`config.mk`:
```
export PLATFORM = sky130hd
export DESIGN_NAME = bin_to_bcd_seq_flat
export DESIGN_NICKNAME = d
export VERILOG_FILES = /design/src/rtl/bin_to_bcd_seq_if.sv /design/src/rtl/bin_to_bcd_seq.sv /design/src/flat_wrapper.sv
export SDC_FILE = /design/constraint.sdc
export NUM_CORES = 1
export LEC_CHECK = 0
export CORE_ASPECT_RATIO = 1.1
export CORE_MARGIN = 4
export CORE_UTILIZATION = 49
export DETAILED_ROUTE_END_ITERATION = 7
export GPL_TIMING_DRIVEN = 0
export PLACE_DENSITY = 0.75
export RECOVER_POWER = 25
export SYNTH_ARGS = -nofsm -noshare
export SYNTH_HDL_FRONTEND = slang
export SYNTH_SLANG_ARGS = --single-unit
```
`constraint.sdc`:
```
create_clock -name clk -period 1.5 [get_ports clk]
set_input_delay 0.45 -clock clk [delete_from_list [all_inputs] [get_ports clk]]
set_output_delay 0.45 -clock clk [all_outputs]
set_load 0.1 [all_outputs]
```
`src/rtl/bin_to_bcd_seq_if.sv`:
```
// Start/busy/done handshake and data bus for the sequential binary-to-BCD converter.
interface bin_to_bcd_seq_if #(
    parameter int BIN_W  = 14,
    parameter int DIGITS = 4
);
    logic                  start;
    logic [BIN_W-1:0]      bin_in;
    logic                  busy;
    logic                  done;
    logic [4*DIGITS-1:0]   bcd_out;
    logic                  overflow;

    modport master (
        output start, bin_in,
        input  busy, done, bcd_out, overflow
    );

    modport slave (
        input  start, bin_in,
        output busy, done, bcd_out, overflow
    );
endinterface

```
`src/rtl/bin_to_bcd_seq.sv`:
```
// Iterative double-dabble converter: unsigned binary to packed BCD, one bit per clock.
// Results saturate to all nines with overflow set when the value exceeds 10^DIGITS-1.
module bin_to_bcd_seq #(
    parameter int BIN_W  = 14,
    parameter int DIGITS = 4
) (
    input  logic            clk,
    input  logic            reset,
    bin_to_bcd_seq_if.slave bus
);
    localparam int CNT_W = $clog2(BIN_W + 1);
    localparam int BCD_W = 4 * DIGITS;

    typedef enum logic [1:0] {
        IDLE,
        SHIFT,
        DONE
    } state_t;

    state_t             state_q, state_d;
    logic [BIN_W-1:0]   shift_q, shift_d;
    logic [BCD_W-1:0]   scratch_q, scratch_d;
    logic [BCD_W-1:0]   bcd_q, bcd_d;
    logic               sticky_q, sticky_d;
    logic               ovf_q, ovf_d;
    logic [CNT_W-1:0]   cnt_q, cnt_d;

    logic [BCD_W-1:0]   adj;
    logic [BCD_W-1:0]   scratch_sh;
    logic [BIN_W-1:0]   shift_sh;
    logic               top_bit;

    // Datapath: per-nibble add-3 (mod 16, no inter-nibble carry), then one-bit left shift.
    always_comb begin
        adj = scratch_q;
        for (int unsigned i = 0; i < DIGITS; i++) begin
            if (scratch_q[4*i +: 4] >= 4'd5) begin
                adj[4*i +: 4] = scratch_q[4*i +: 4] + 4'd3;
            end
        end
        top_bit    = adj[BCD_W-1];
        scratch_sh = {adj[BCD_W-2:0], shift_q[BIN_W-1]};
        shift_sh   = shift_q << 1;
    end

    // Next-state logic: load on start, iterate BIN_W times, publish the result.
    // The result register is loaded on the final shift edge so that bcd_out and
    // overflow are already valid during the single DONE cycle.
    always_comb begin
        state_d   = state_q;
        shift_d   = shift_q;
        scratch_d = scratch_q;
        sticky_d  = sticky_q;
        cnt_d     = cnt_q;
        bcd_d     = bcd_q;
        ovf_d     = ovf_q;
        case (state_q)
            IDLE: begin
                if (bus.start) begin
                    shift_d   = bus.bin_in;
                    scratch_d = '0;
                    sticky_d  = 1'b0;
                    cnt_d     = CNT_W'(BIN_W);
                    state_d   = SHIFT;
                end
            end
            SHIFT: begin
                scratch_d = scratch_sh;
                shift_d   = shift_sh;
                sticky_d  = sticky_q | top_bit;
                cnt_d     = cnt_q - 1'b1;
                if (cnt_q == CNT_W'(1)) begin
                    state_d = DONE;
                    ovf_d   = sticky_d;
                    bcd_d   = sticky_d ? {DIGITS{4'h9}} : scratch_sh;
                end
            end
            DONE: begin
                state_d = IDLE;
            end
            default: begin
                state_d = IDLE;
            end
        endcase
    end

    // State and datapath registers with synchronous active-high reset.
    always_ff @(posedge clk) begin
        if (reset) begin
            state_q   <= IDLE;
            shift_q   <= '0;
            scratch_q <= '0;
            sticky_q  <= 1'b0;
            cnt_q     <= '0;
            bcd_q     <= '0;
            ovf_q     <= 1'b0;
        end else begin
            state_q   <= state_d;
            shift_q   <= shift_d;
            scratch_q <= scratch_d;
            sticky_q  <= sticky_d;
            cnt_q     <= cnt_d;
            bcd_q     <= bcd_d;
            ovf_q     <= ovf_d;
        end
    end

    assign bus.busy     = (state_q == SHIFT);
    assign bus.done     = (state_q == DONE);
    assign bus.bcd_out  = bcd_q;
    assign bus.overflow = ovf_q;
endmodule

```
`src/flat_wrapper.sv`:
```
// flat-port wrapper written by rule: the top's interface ports become plain ports
module bin_to_bcd_seq_flat 
#(
    parameter int BIN_W  = 14,
    parameter int DIGITS = 4
)
  (clk, reset, bus_start, bus_bin_in, bus_busy, bus_done, bus_bcd_out, bus_overflow);
  bin_to_bcd_seq_if #(.BIN_W(BIN_W), .DIGITS(DIGITS)) bus_i ();
  input  logic clk;
  input  logic reset;
  input wire logic [$bits(bus_i.start)-1:0] bus_start;
  input wire logic [$bits(bus_i.bin_in)-1:0] bus_bin_in;
  output wire logic [$bits(bus_i.busy)-1:0] bus_busy;
  output wire logic [$bits(bus_i.done)-1:0] bus_done;
  output wire logic [$bits(bus_i.bcd_out)-1:0] bus_bcd_out;
  output wire logic [$bits(bus_i.overflow)-1:0] bus_overflow;
  assign bus_i.start = bus_start;
  assign bus_i.bin_in = bus_bin_in;
  assign bus_busy = bus_i.busy;
  assign bus_done = bus_i.done;
  assign bus_bcd_out = bus_i.bcd_out;
  assign bus_overflow = bus_i.overflow;
  bin_to_bcd_seq #(.BIN_W(BIN_W), .DIGITS(DIGITS)) u_core (.clk(clk), .reset(reset), .bus(bus_i));
endmodule
```
; ---- Word-level counts from Yosys, hierarchy flattened
; Index checks and enable logic that the tools add are counted.
[classes]
add_sub_neg = 5
order_cmp = 4
n_eq_ne = 5
muxes = 16
bitwise_logic = 1
n_reduce_logical = 5
[op_table]
columns = op, n
row1 = 16-bit 2-to-1 mux, 2
row2 = 16-bit case mux with 2 select lines, 1
row3 = 14-bit case mux with 2 select lines, 1
row4 = 4-bit 2-to-1 mux, 5
row5 = "4-bit by 2-bit adder with 4-bit output, second input constant", 4
row6 = "4-bit by 3-bit >= comparator with 1-bit output, second input constant", 4
row7 = 14-bit 2-to-1 mux, 1
row8 = 4-bit case mux with 2 select lines, 1
row9 = 2-bit AND reduction, 3
row10 = "4-bit by 1-bit == test with 1-bit output, second input constant", 1
row11 = 2-bit 2-to-1 mux, 2
row12 = 2-bit case mux with 2 select lines, 1
row13 = "4-bit by 1-bit subtractor with 4-bit output, second input constant", 1
row14 = "2-bit by 1-bit == test with 1-bit output, second input constant", 1
row15 = "2-bit == test, second input constant", 1
row16 = 2-bit logical NOT, 1
row17 = "2-bit by 1-bit != test with 1-bit output, second input constant", 1
row18 = "2-bit != test, second input constant", 1
row19 = 1-bit case mux with 2 select lines, 1
row20 = 2-bit nonzero test, 1
row21 = 1-bit 2-to-1 mux, 1
row22 = 1-bit OR, 1
[totals]
reg_bits = 54
in_bits = 17
elab_cells = 43

; ---- Longest topological paths before layout
[logic_depth]
depth_word = 4
ltp_mapped = 7

; ---- Worst setup path before layout
; No wires, ideal clock.
[synth_timing]
kind = reg2out
start = reg u_core.state_q[1]
end = out bus_done
t_arrival_ps = 2019
setup_slack_ps = -969
path_stages_with_launch = 3
n_path_buf = 1
path_cell_list = dfxtp_1 clkbuf_1 nor2b_1
[synth_between]
elab_chain_len = 1
[synth_rtl]
columns = element, line
row1 = start: declaration, bin_to_bcd_seq.sv:20  ; state_t state_q, state_d;
row2 = start signal: assignment, bin_to_bcd_seq.sv:98  ; state_q <= state_d;
row3 = 2-bit == test, bin_to_bcd_seq.sv:109  ; assign bus.done = (state_q == DONE);
row4 = end: declaration, flat_wrapper.sv:14  ; output wire logic [$bits(bus_i.done)-1:0] bus_done;
; Every way passes these cells.

; ---- Worst setup path after layout
[layout_timing]
start = reg u_core.cnt_q[1]
end = reg u_core.bcd_q[10], in the netlist u_core.bus.bcd_out[10]
[layout_between]
elab_chain_len = 2
[layout_rtl]
columns = element, line
row1 = start: declaration, bin_to_bcd_seq.sv:26  ; logic [CNT_W-1:0] cnt_q, cnt_d;
row2 = start signal: assignment, bin_to_bcd_seq.sv:102  ; cnt_q <= cnt_d;
row3 = 4-bit by 1-bit == test with 1-bit output, bin_to_bcd_seq.sv:72  ; if (cnt_q == CNT_W'(1)) begin
row4 = 2-bit AND reduction (no line), n/a
row5 = end signal: assignment, bin_to_bcd_seq.sv:95  ; bcd_q <= '0;
row6 = end signal: assignment, bin_to_bcd_seq.sv:103  ; bcd_q <= bcd_d;
row7 = end: declaration, bin_to_bcd_seq.sv:23  ; logic [BCD_W-1:0] bcd_q, bcd_d;
; Every way passes these cells.
; A chain may end at the register's enable or synchronous reset.

==> reports/qor_table.md <==
| Parameter | This run |
|---|---|
| Outcome | finished with violations |
| Violated checks | setup timing |
| DRC marker count from the first detailed-route iteration | 155 |
| Number of register bits inferred by synthesis | 54 |
| Share of final-layout standard cells stronger than drive strength 1 | 27.65% |
| Largest cells by area after synthesis | sky130_fd_sc_hd__dfxtp_1, sky130_fd_sc_hd__a21oi_1, sky130_fd_sc_hd__nor2_1, sky130_fd_sc_hd__ha_1, sky130_fd_sc_hd__a32o_1 |
| Endpoint kind of the worst setup timing path | register |
| DRC violations left | 0 |
| Number of top-level pins | 36 |
| Floorplan die width | 78.86 um |
| Detailed-placement wirelength estimate | 4.668 mm |
| Primary flip-flop cell chosen by synthesis mapping | sky130_fd_sc_hd__dfxtp_1 |
| Final worst slack | -0.2824 ns |
| Count of flip-flops with a built-in enable after synthesis | 0 |
| Actual slew at the worst max-slew pin | 0.4774 ns |
| Library cell with the highest instance count after synthesis | sky130_fd_sc_hd__dfxtp_1 |
| Gpl congestion | 0.8894 |
| Power Dens Cells | 816.0 nW/um^2 |
| Initial antenna violation count | 0 |
| Most frequent cells after synthesis | sky130_fd_sc_hd__dfxtp_1, sky130_fd_sc_hd__nor2_1, sky130_fd_sc_hd__a21oi_1, sky130_fd_sc_hd__inv_1, sky130_fd_sc_hd__clkbuf_1 |
| Final net count | 413 |
| Die Y | 85.95 um |
| Maximum fanout along the worst path | 8 |
| Layer with the highest usage | met2 |
| Worst setup SP type | register |
| Slew Limit Headroom | 67.35% |
| Max_cap viols | 0 |
| Die area | 6778 um^2 |
| Starting density of the core | 50.49% |
| Mean routed wirelength per cell | 16.03 um |
| Required @ worst endpoint | 1.75 ns |
| Fill count | 460 |
| Warning count from the yosys run | 0 |
| Total nets after synthesis | 356 |
| Remaining antenna violation count after routing | 0 |
| Hold path cells | 1 |
| Number of sinks driven by the clock tree | 54 |
| Num rows | 28 |
| Worst-case reg-to-reg path depth | 7 |
| PnR Total Power | 2.958 mW |
| Seq/Total Area, Yosys | 39.94% |
| Post-placement cell count | 438 |
| Met3 Track Usage GR | 3.466% |
| Total grt overflow | 0 |
| Number of buffers between clock root and the deepest sink | 2 |
| Share of Yosys cell area claimed by the top area cell type | 39.94% |
| Global-route wire length before repair | 11.87 mm |
| Final setup fails | 19 |
| RSZ-0062 raised after global routing | yes |
| Clock latency of the later-clocked register in the worst-skew pair | 0.31 ns |
| Critical path start-end classification | reg -> reg |
| Peak VDD IR | 0.4854 mV |
| Buffer cell driving the clock tree root | sky130_fd_sc_hd__clkbuf_8 |
| Post-synth top area cell | sky130_fd_sc_hd__dfxtp_1 |
| Maximum number of pins on one net before global-route repair | 17 |
| Number of pins exceeding their max-slew limit in the final report | 0 |
| Number of distinct library cells after synthesis | 36 |
| ANT cells | 0 |
| Met1 Track Usage GR | 27.23% |
| Via density per instance | 5.771 |
| Portion of the clock cycle consumed by the worst path in the final layout | 118.8% |
| Gate count of the mapped netlist | 329 |
| Peak clock frequency supported by timing | 561.0 MHz |
| Type of the worst min-delay path | reg -> reg |
| Share of async-settable or async-resettable flops after synthesis | 0% |
| Vias in the first global route | 2490 |
| Overall routing resource usage | 21.86% |
| Buffers on Ports | 34 |
| Htree depth | 2 |
| Data arrival, critical path | 2.03 ns |
| Worst clock skew on the final layout | 0.01515 ns |
| Syn_area_per_cell | 8.226 um^2 |
| Post-detailed-routing wire length | 7.405 mm |
| Final Critical Period | 1.782 ns |
| Count of endpoints failing hold in the final timing report | 0 |
| Area delta synth->final | 33.93% |
| Leakage power total | 1.344 nW |
| Via total after detailed routing | 2666 |
| CTS clock-pin slew for the worst setup and hold paths | 0.10 ns |
| CTS tree | built |
| Met2 routing resource usage after global routing | 38.46% |
| Synthesized area | 2706 um^2 |
| Number of buffers inserted during clock tree synthesis | 5 |
| Non-filler instance count after layout | 462 |
| Iteration count of the initial detailed-routing pass | 4 |
| Area of the core | 5360 um^2 |
| # hold bufs at CTS | 0 |
kinds of logic (layout without fill, tap and decap cells):
family                   Yosys count  count (layout)  share of synthesized area [%]
AND/OR/NAND/NOR                  118             118                          23.02
AO/OA/AOI/OAI                     97              97                          23.72
flip-flops                        54              54                          39.94
buffers and inverters             42             100                          5.918
adder cells (fa/ha/maj)           10              10                          4.623
XOR/XNOR                           4               4                          1.294
multiplexers                       4               4                          1.479
cell type report:
class	instances	area (um^2)	share of cell area, %
Inverter	21	83.83	2.313
Clock buffer	6	82.58	2.278
Tap cell	75	93.84	2.589
Multi-Input combinational cell	233	1629	44.94
Timing Repair Buffer	52	465.4	12.84
Buffer	19	147.6	4.073
Sequential cell	54	1110	30.62
Clock inverter	2	12.51	0.3452
power by group:
| part | switching, mW | total, mW | internal [mW] |
|---|---|---|---|
| Combinational | 0.321 | 0.552 | 0.231 |
| Clock | 0.500 | 0.873 | 0.373 |
| Sequential | 0.0461 | 1.53 | 1.49 |
registers in the layout, summed over array words and instances, names as in the netlist:
register and cells:
u_core.bus.bcd_out 16, u_core.bus.overflow 1, u_core.cnt_q 4, u_core.scratch_q 16, u_core.shift_q 14, u_core.state_q 2, u_core.sticky_q 1
timing repair:
item                                    CTS  global route
pin swaps                                 2             5
hold endpoints to repair                  0             0
setup buffers                             6            12
endpoints found under the setup margin   72            46
resized for setup                       164            38
critical path, stage by stage, from the launching register on:
cell	delay [ns]
sky130_fd_sc_hd__dfxtp_2	0.34
sky130_fd_sc_hd__inv_2	0.07
sky130_fd_sc_hd__ha_4	0.12
sky130_fd_sc_hd__or3b_4	0.40
sky130_fd_sc_hd__or3_4	0.35
sky130_fd_sc_hd__nor3_4	0.15
sky130_fd_sc_hd__buf_12	0.14
sky130_fd_sc_hd__a32o_1	0.15
final timing paths:
check	from	to	slack (ns)
min reg2reg	u_core.bus.bcd_out[6]	u_core.bus.bcd_out[6]	0.47
max reg2reg	u_core.cnt_q[1]	u_core.bus.bcd_out[10]	-0.28
max	u_core.cnt_q[1]	u_core.bus.bcd_out[10]	-0.28
min	u_core.bus.bcd_out[6]	u_core.bus.bcd_out[6]	0.47
routing by layer:
layer	share of wire, %	vias to the layer above
met2	51	82
met3	5.0	15
met1	42	1282
met4	1.9	0
met5	0	-
li1	-	1287
cell usage in the layout (no fill, tap or decap), drive strengths merged, types with 8 or more instances in the layout:
master and count:
or3 9, clkdlybuf4s50 15, nand3 11, inv 21, a32o 8, o21ai 15, buf 43, ha 10
nand2 11, a211oi 9, dfxtp 54, nor2 49, a31oi 8, a21oi 37, nor3b 8, clkbuf 19
metrics by stage:
step / utilization (%) / setup slack [ns] / TNS, ns / hold WS, ns / cell area [um^2]
global route: 67.62 / -0.3446 / -5.996 / 0.5118 / 3625
floorplan: - / -0.1637 / -2.160 / 0.4646 / 2724
finish: 67.62 / -0.2824 / -4.086 / 0.4725 / 3625
global placement: 58.92 / -1.161 / -36.33 / 0.4488 / 3158
CTS: 63.56 / -0.3238 / -4.334 / 0.4780 / 3407
detailed placement: 58.92 / -1.182 / -36.60 / 0.4537 / 3158
Note: power is estimated with default switching activity, not from simulation.
==> patch 1, RTL diff (same flow settings) <==
Re-encode `state_t` (3 states) as one-hot, 3 bits wide.
--- a/src/rtl/bin_to_bcd_seq.sv
+++ b/src/rtl/bin_to_bcd_seq.sv
@@ -13,6 +13,6 @@
 
-    typedef enum logic [1:0] {
-        IDLE,
-        SHIFT,
-        DONE
+    typedef enum logic [2:0] {
+        IDLE  = 3'b001,
+        SHIFT = 3'b010,
+        DONE  = 3'b100
     } state_t;
Behaviour: same outputs for any inputs over 10 cycles, from zero or initial values and one cycle with reset high; not proved beyond that.
==> patch 1 against the original RTL <==
The run still ends with negative setup slack left. Area after synthesis decreased by 1.2%. Wire length increased by 6.5%. Setup slack got worse by 0.18 ns. Clock skew decreased by 0.0011 ns. Non-clock buffer count increased by 17. Sequential cell count increased by 1. First-iteration DRC count increased by 23%. Total power increased by 3.1%. Sequential share of layout area decreased by 1.5 points. Final area increased by 6.5%. Critical path type is now reg -> out. Highest routed layer unchanged.
==> patch 1: results (changes against the original RTL) <==
Critical path
  • CP Max Fanout: 2 (-6)
  • Reg2reg path depth: 8 (+1)
  • Critical Path AT: 1.51 ns (-0.52 ns)

Worst hold path
  • Worst hold path cell count: 2 (+1)

STA
  • Final worst slack: -0.458 ns (-0.175 ns)
  • Final setup violation count: 55 (+36)
  • Setup TNS: -12.03 ns (-7.95 ns)
  • Measured slew at the worst slew-check pin: 0.568 ns (+0.0903 ns)
  • Skew final: 0.0141 ns (-0.00106 ns)
  • Max-slew violations: 0 (unchanged)

Clocking
  • H-tree level count: 2 (unchanged)

Cells and area
  • Filler instances: 366 (-20%)
  • Post-layout net count: 407 (-1.5%)
  • Fraction of layout cells with a size suffix above 1: 0.310 (+0.0332)
  • N_diodes: 0 (unchanged)

Drt
  • Met2 wire len: 3840 µm (+1.9%)
  • WL met3: 512 µm (+38%)
  • First DRT Iteration DRCs: 190 (+23%)
  • Routed via count: 2,665 (-0.038%)
  • Via density: 5.88 (+1.9%)
  • Router iterations before antenna repair: 7 (+3)
  • Wl on met1: 3360 µm (+7.6%)
  • WL final: 7880 µm (+6.5%)

Placement
  • Placed cell area: 3200 µm² (+1.2%)
  • Hpwl dp: 4430 µm (-5.2%)
  • Setup Slack @ Placement: -1.31 ns (-0.124 ns)
  • Gpl congestion: 0.812 (-8.7%)

Yosys
  • Synth cell count leaders: dfxtp_1 (55), nor2_1 (44), nand2_1 (32)
  • Synth area leaders: dfxtp_1 (41%), a311oi_1 (6.6%), nor2_1 (6.2%), nor3b_1 (4.8%), ha_1 (4.7%)
  • Count of different cell masters after synthesis: 39 (+8.3%)
  • Post-synthesis cell count: 307 (-6.7%)
  • Yosys Warn Count: 0 (unchanged)
  • Post-synth ARST share: 0 (unchanged)
  • Sequential area share after synthesis: 0.412 (+0.0125)
  • Post-Syn Nets: 334 (-6.2%)

Pwr
  • Maximum VDD drop: 570 µV (+17%)
  • Switching portion of total power: 0.246 (-0.0470)
  • Leak pwr: 1.62 nW (+21%)

Global routing
  • GR met3 Demand/Resource: 0.0318 (-0.00282)
  • GRT met2 Usage: 0.350 (-0.0341)
  • Largest net degree at the start of global routing: 17 (unchanged)
  • Total track usage: 0.210 (-0.00906)
  • First-pass GRT wire length: 11,200 µm (-5.5%)
  • Vias in the first global route: 2,456 (-1.4%)

Run status
  • Status: finished with violations
  • Failing checks: negative setup slack
-- patch 1: final cells by class --
type	count	area (µm²)	area share
inverter	13	53.8	0.0139
buffer	22	216	0.0561
clock inverter	2	35.0	0.00907
timing repair buffer	66	669	0.173
timing repair inverter	1	8.76	0.00227
sequential	55	1120	0.291
clock buffer	6	82.6	0.0214
multi-input combinational	216	1580	0.410
tap	72	90.1	0.0233
-- patch 1: timing repair --
item	CTS	global route
setup buffers	13	13
pin swaps	4	15
gates cloned	3	5
gates resized for setup	154	34
endpoints found under the setup margin	71	56
-- patch 1: worst paths after layout --
| kind | startpoint | to | slack (ns) |
|---|---|---|---|
| min reg2reg | u_core.shift_q[3] | u_core.shift_q[4] | 0.49 |
| max | u_core.state_q[1] | bus_busy | -0.46 |
| min | u_core.shift_q[3] | u_core.shift_q[4] | 0.49 |
| max reg2reg | u_core.state_q[1] | u_core.scratch_q[9] | -0.29 |
-- patch 1: power groups by stage --
stage | Combinational (mW) | Clock, mW | Sequential, mW
floorplan | 0.178 | 0 | 1.57
global route | 0.502 | 1.09 | 1.55
detailed placement | 0.266 | 0 | 1.58
global placement | 0.262 | 0 | 1.58
CTS | 0.311 | 1.03 | 1.54
finish | 0.474 | 1.03 | 1.55
-- patch 1: critical path, cell delays in order, from the launching register on --
cell	delay [ns]
dfxtp_4	0.36
or3b_4	0.39
inv_2	0.08
buf_6	0.10
buf_12	0.10
buf_12	0.16
-- patch 1: cell families (layout without fill, tap and decap cells) --
family | count (synthesis) | count (layout) | synth area share
AND/OR/NAND/NOR | 121 | 122 | 0.231
AO/OA/AOI/OAI | 82 | 82 | 0.233
flip-flops | 55 | 55 | 0.412
buffers and inverters | 37 | 110 | 0.0702
adder cells (fa/ha/maj) | 10 | 10 | 0.0468
XOR/XNOR | 2 | 2 | 0.00656
==> patch 2, RTL diff (same flow settings) <==
Without the edit above. `DIGITS` is set to 4 in 3 places; all go to 8.
--- a/src/rtl/bin_to_bcd_seq_if.sv
+++ b/src/rtl/bin_to_bcd_seq_if.sv
@@ -3,3 +3,3 @@
     parameter int BIN_W  = 14,
-    parameter int DIGITS = 4
+    parameter int DIGITS = 8
 );
--- a/src/rtl/bin_to_bcd_seq.sv
+++ b/src/rtl/bin_to_bcd_seq.sv
@@ -4,3 +4,3 @@
     parameter int BIN_W  = 14,
-    parameter int DIGITS = 4
+    parameter int DIGITS = 8
 ) (
--- a/src/flat_wrapper.sv
+++ b/src/flat_wrapper.sv
@@ -4,3 +4,3 @@
     parameter int BIN_W  = 14,
-    parameter int DIGITS = 4
+    parameter int DIGITS = 8
 )
Ports: changed (resized bus_bcd_out); port bits go from 36 to 52. The function was not compared with the original's and may differ.
==> patch 2 against the original RTL <==
The run still ends with negative setup slack left. Wire length is 60% higher. Worst hold slack better by 0.011 ns. Combinational power is 15% higher. Final area is 51% higher. Total power is 63% higher. Sequential power is 57% higher. Area after synthesis is 45% higher. Setup slack better by 0.13 ns. Register-to-register slack better by 0.15 ns. Die area is 41% higher. Sequential cell count is 32 higher. Critical path type is now reg -> out. Critical endpoint is now bus_busy.
==> patch 2: results (changes against the original RTL) <==
Global routing
  • GR met3 Demand/Resource: 0.0390 (+0.00436)
  • Total track usage: 0.239 (+0.0199)
  • GRT met2 Usage: 0.409 (+0.0241)
  • M1 GR Usage: 0.291 (+0.0186)

Critical path
  • Critical Path AT: 1.21 ns (-0.82 ns)
  • Critical Path Sink: bus_busy
  • RR Endpoint: u_core.bus.bcd_out[25]
  • Cell family with most CP delay: flip-flops
  • Slowest stage cell on the critical path: dfxtp_2
  • Reg2reg path depth: 6 (-1)

Pwr
  • Reg power frac: 0.496 (-0.022)

Cells and area
  • Area of the multi-input gates: 2350 µm² (+44%)
  • Bufs w/o clock: 99 (+39%)
  • Post-layout net count: 542 (+31%)
  • Fin cells: 620 (+34%)
  • NonClk Buf Share: 0.171 (+0.00217)
  • Inverters: 22 (+4.8%)

Worst hold path
  • Hold_sp: u_core.shift_q[5]

Placement
  • Placed cell area: 4630 µm² (+47%)
  • Gpl congestion: 0.855 (-3.9%)
  • Placed Instances: 583 (+33%)
  • Port Buffers: 51 (+50%)

STA
  • Final worst slack: -0.156 ns (+0.126 ns)
  • Setup TNS: -3.79 ns (+0.291 ns)
  • Final setup violation count: 47 (+28)
  • Skew final: 0.0101 ns (-0.00507 ns)

Floorplanning
  • N_taps: 108 (+44%)

Clocking
  • Clock latency at the later pin of the worst-skew pair: 0.36 ns (+0.05 ns)
  • H-tree level count: 3 (+1)

Run status
  • Failing checks: negative setup slack
  • Status: finished with violations

Drt
  • First DRT Iteration DRCs: 192 (+24%)
  • Routed via count: 3,636 (+36%)

Yosys
  • FF+latch count, synth: 86 (+59%)
## patch 2: cell count changes after synthesis, sizes merged, moves of 10 or more
cell	before	now
a22o	0	11
a311oi	0	26
a31o	0	11
buf	4	18
dfxtp	54	86
nand2	11	33
nor2	49	37
nor3b	8	27
o22ai	1	11
## patch 2: cell families (layout without fill, tap and decap cells)
| family | count (synthesis) | after routing | share of synthesized area |
|---|---|---|---|
| DFF | 86 | 86 | 0.438 |
| xor gates and xnor gates | 7 | 7 | 0.0156 |
| muxes | 8 | 8 | 0.0207 |
| AOI/OAI and AO/OA | 131 | 131 | 0.243 |
| and+or+nand+nor | 125 | 125 | 0.172 |
| adders and majority gates | 18 | 18 | 0.0572 |
| buffers and inverters | 49 | 137 | 0.0541 |
## patch 2: repair_timing
| action | CTS | global route |
|---|---|---|
| pin swaps | 14 | 12 |
| buffers inserted | 17 | 2 |
| setup endpoints to repair | 121 | 75 |
| resized for setup | 306 | 42 |
| gates cloned | 2 | 0 |
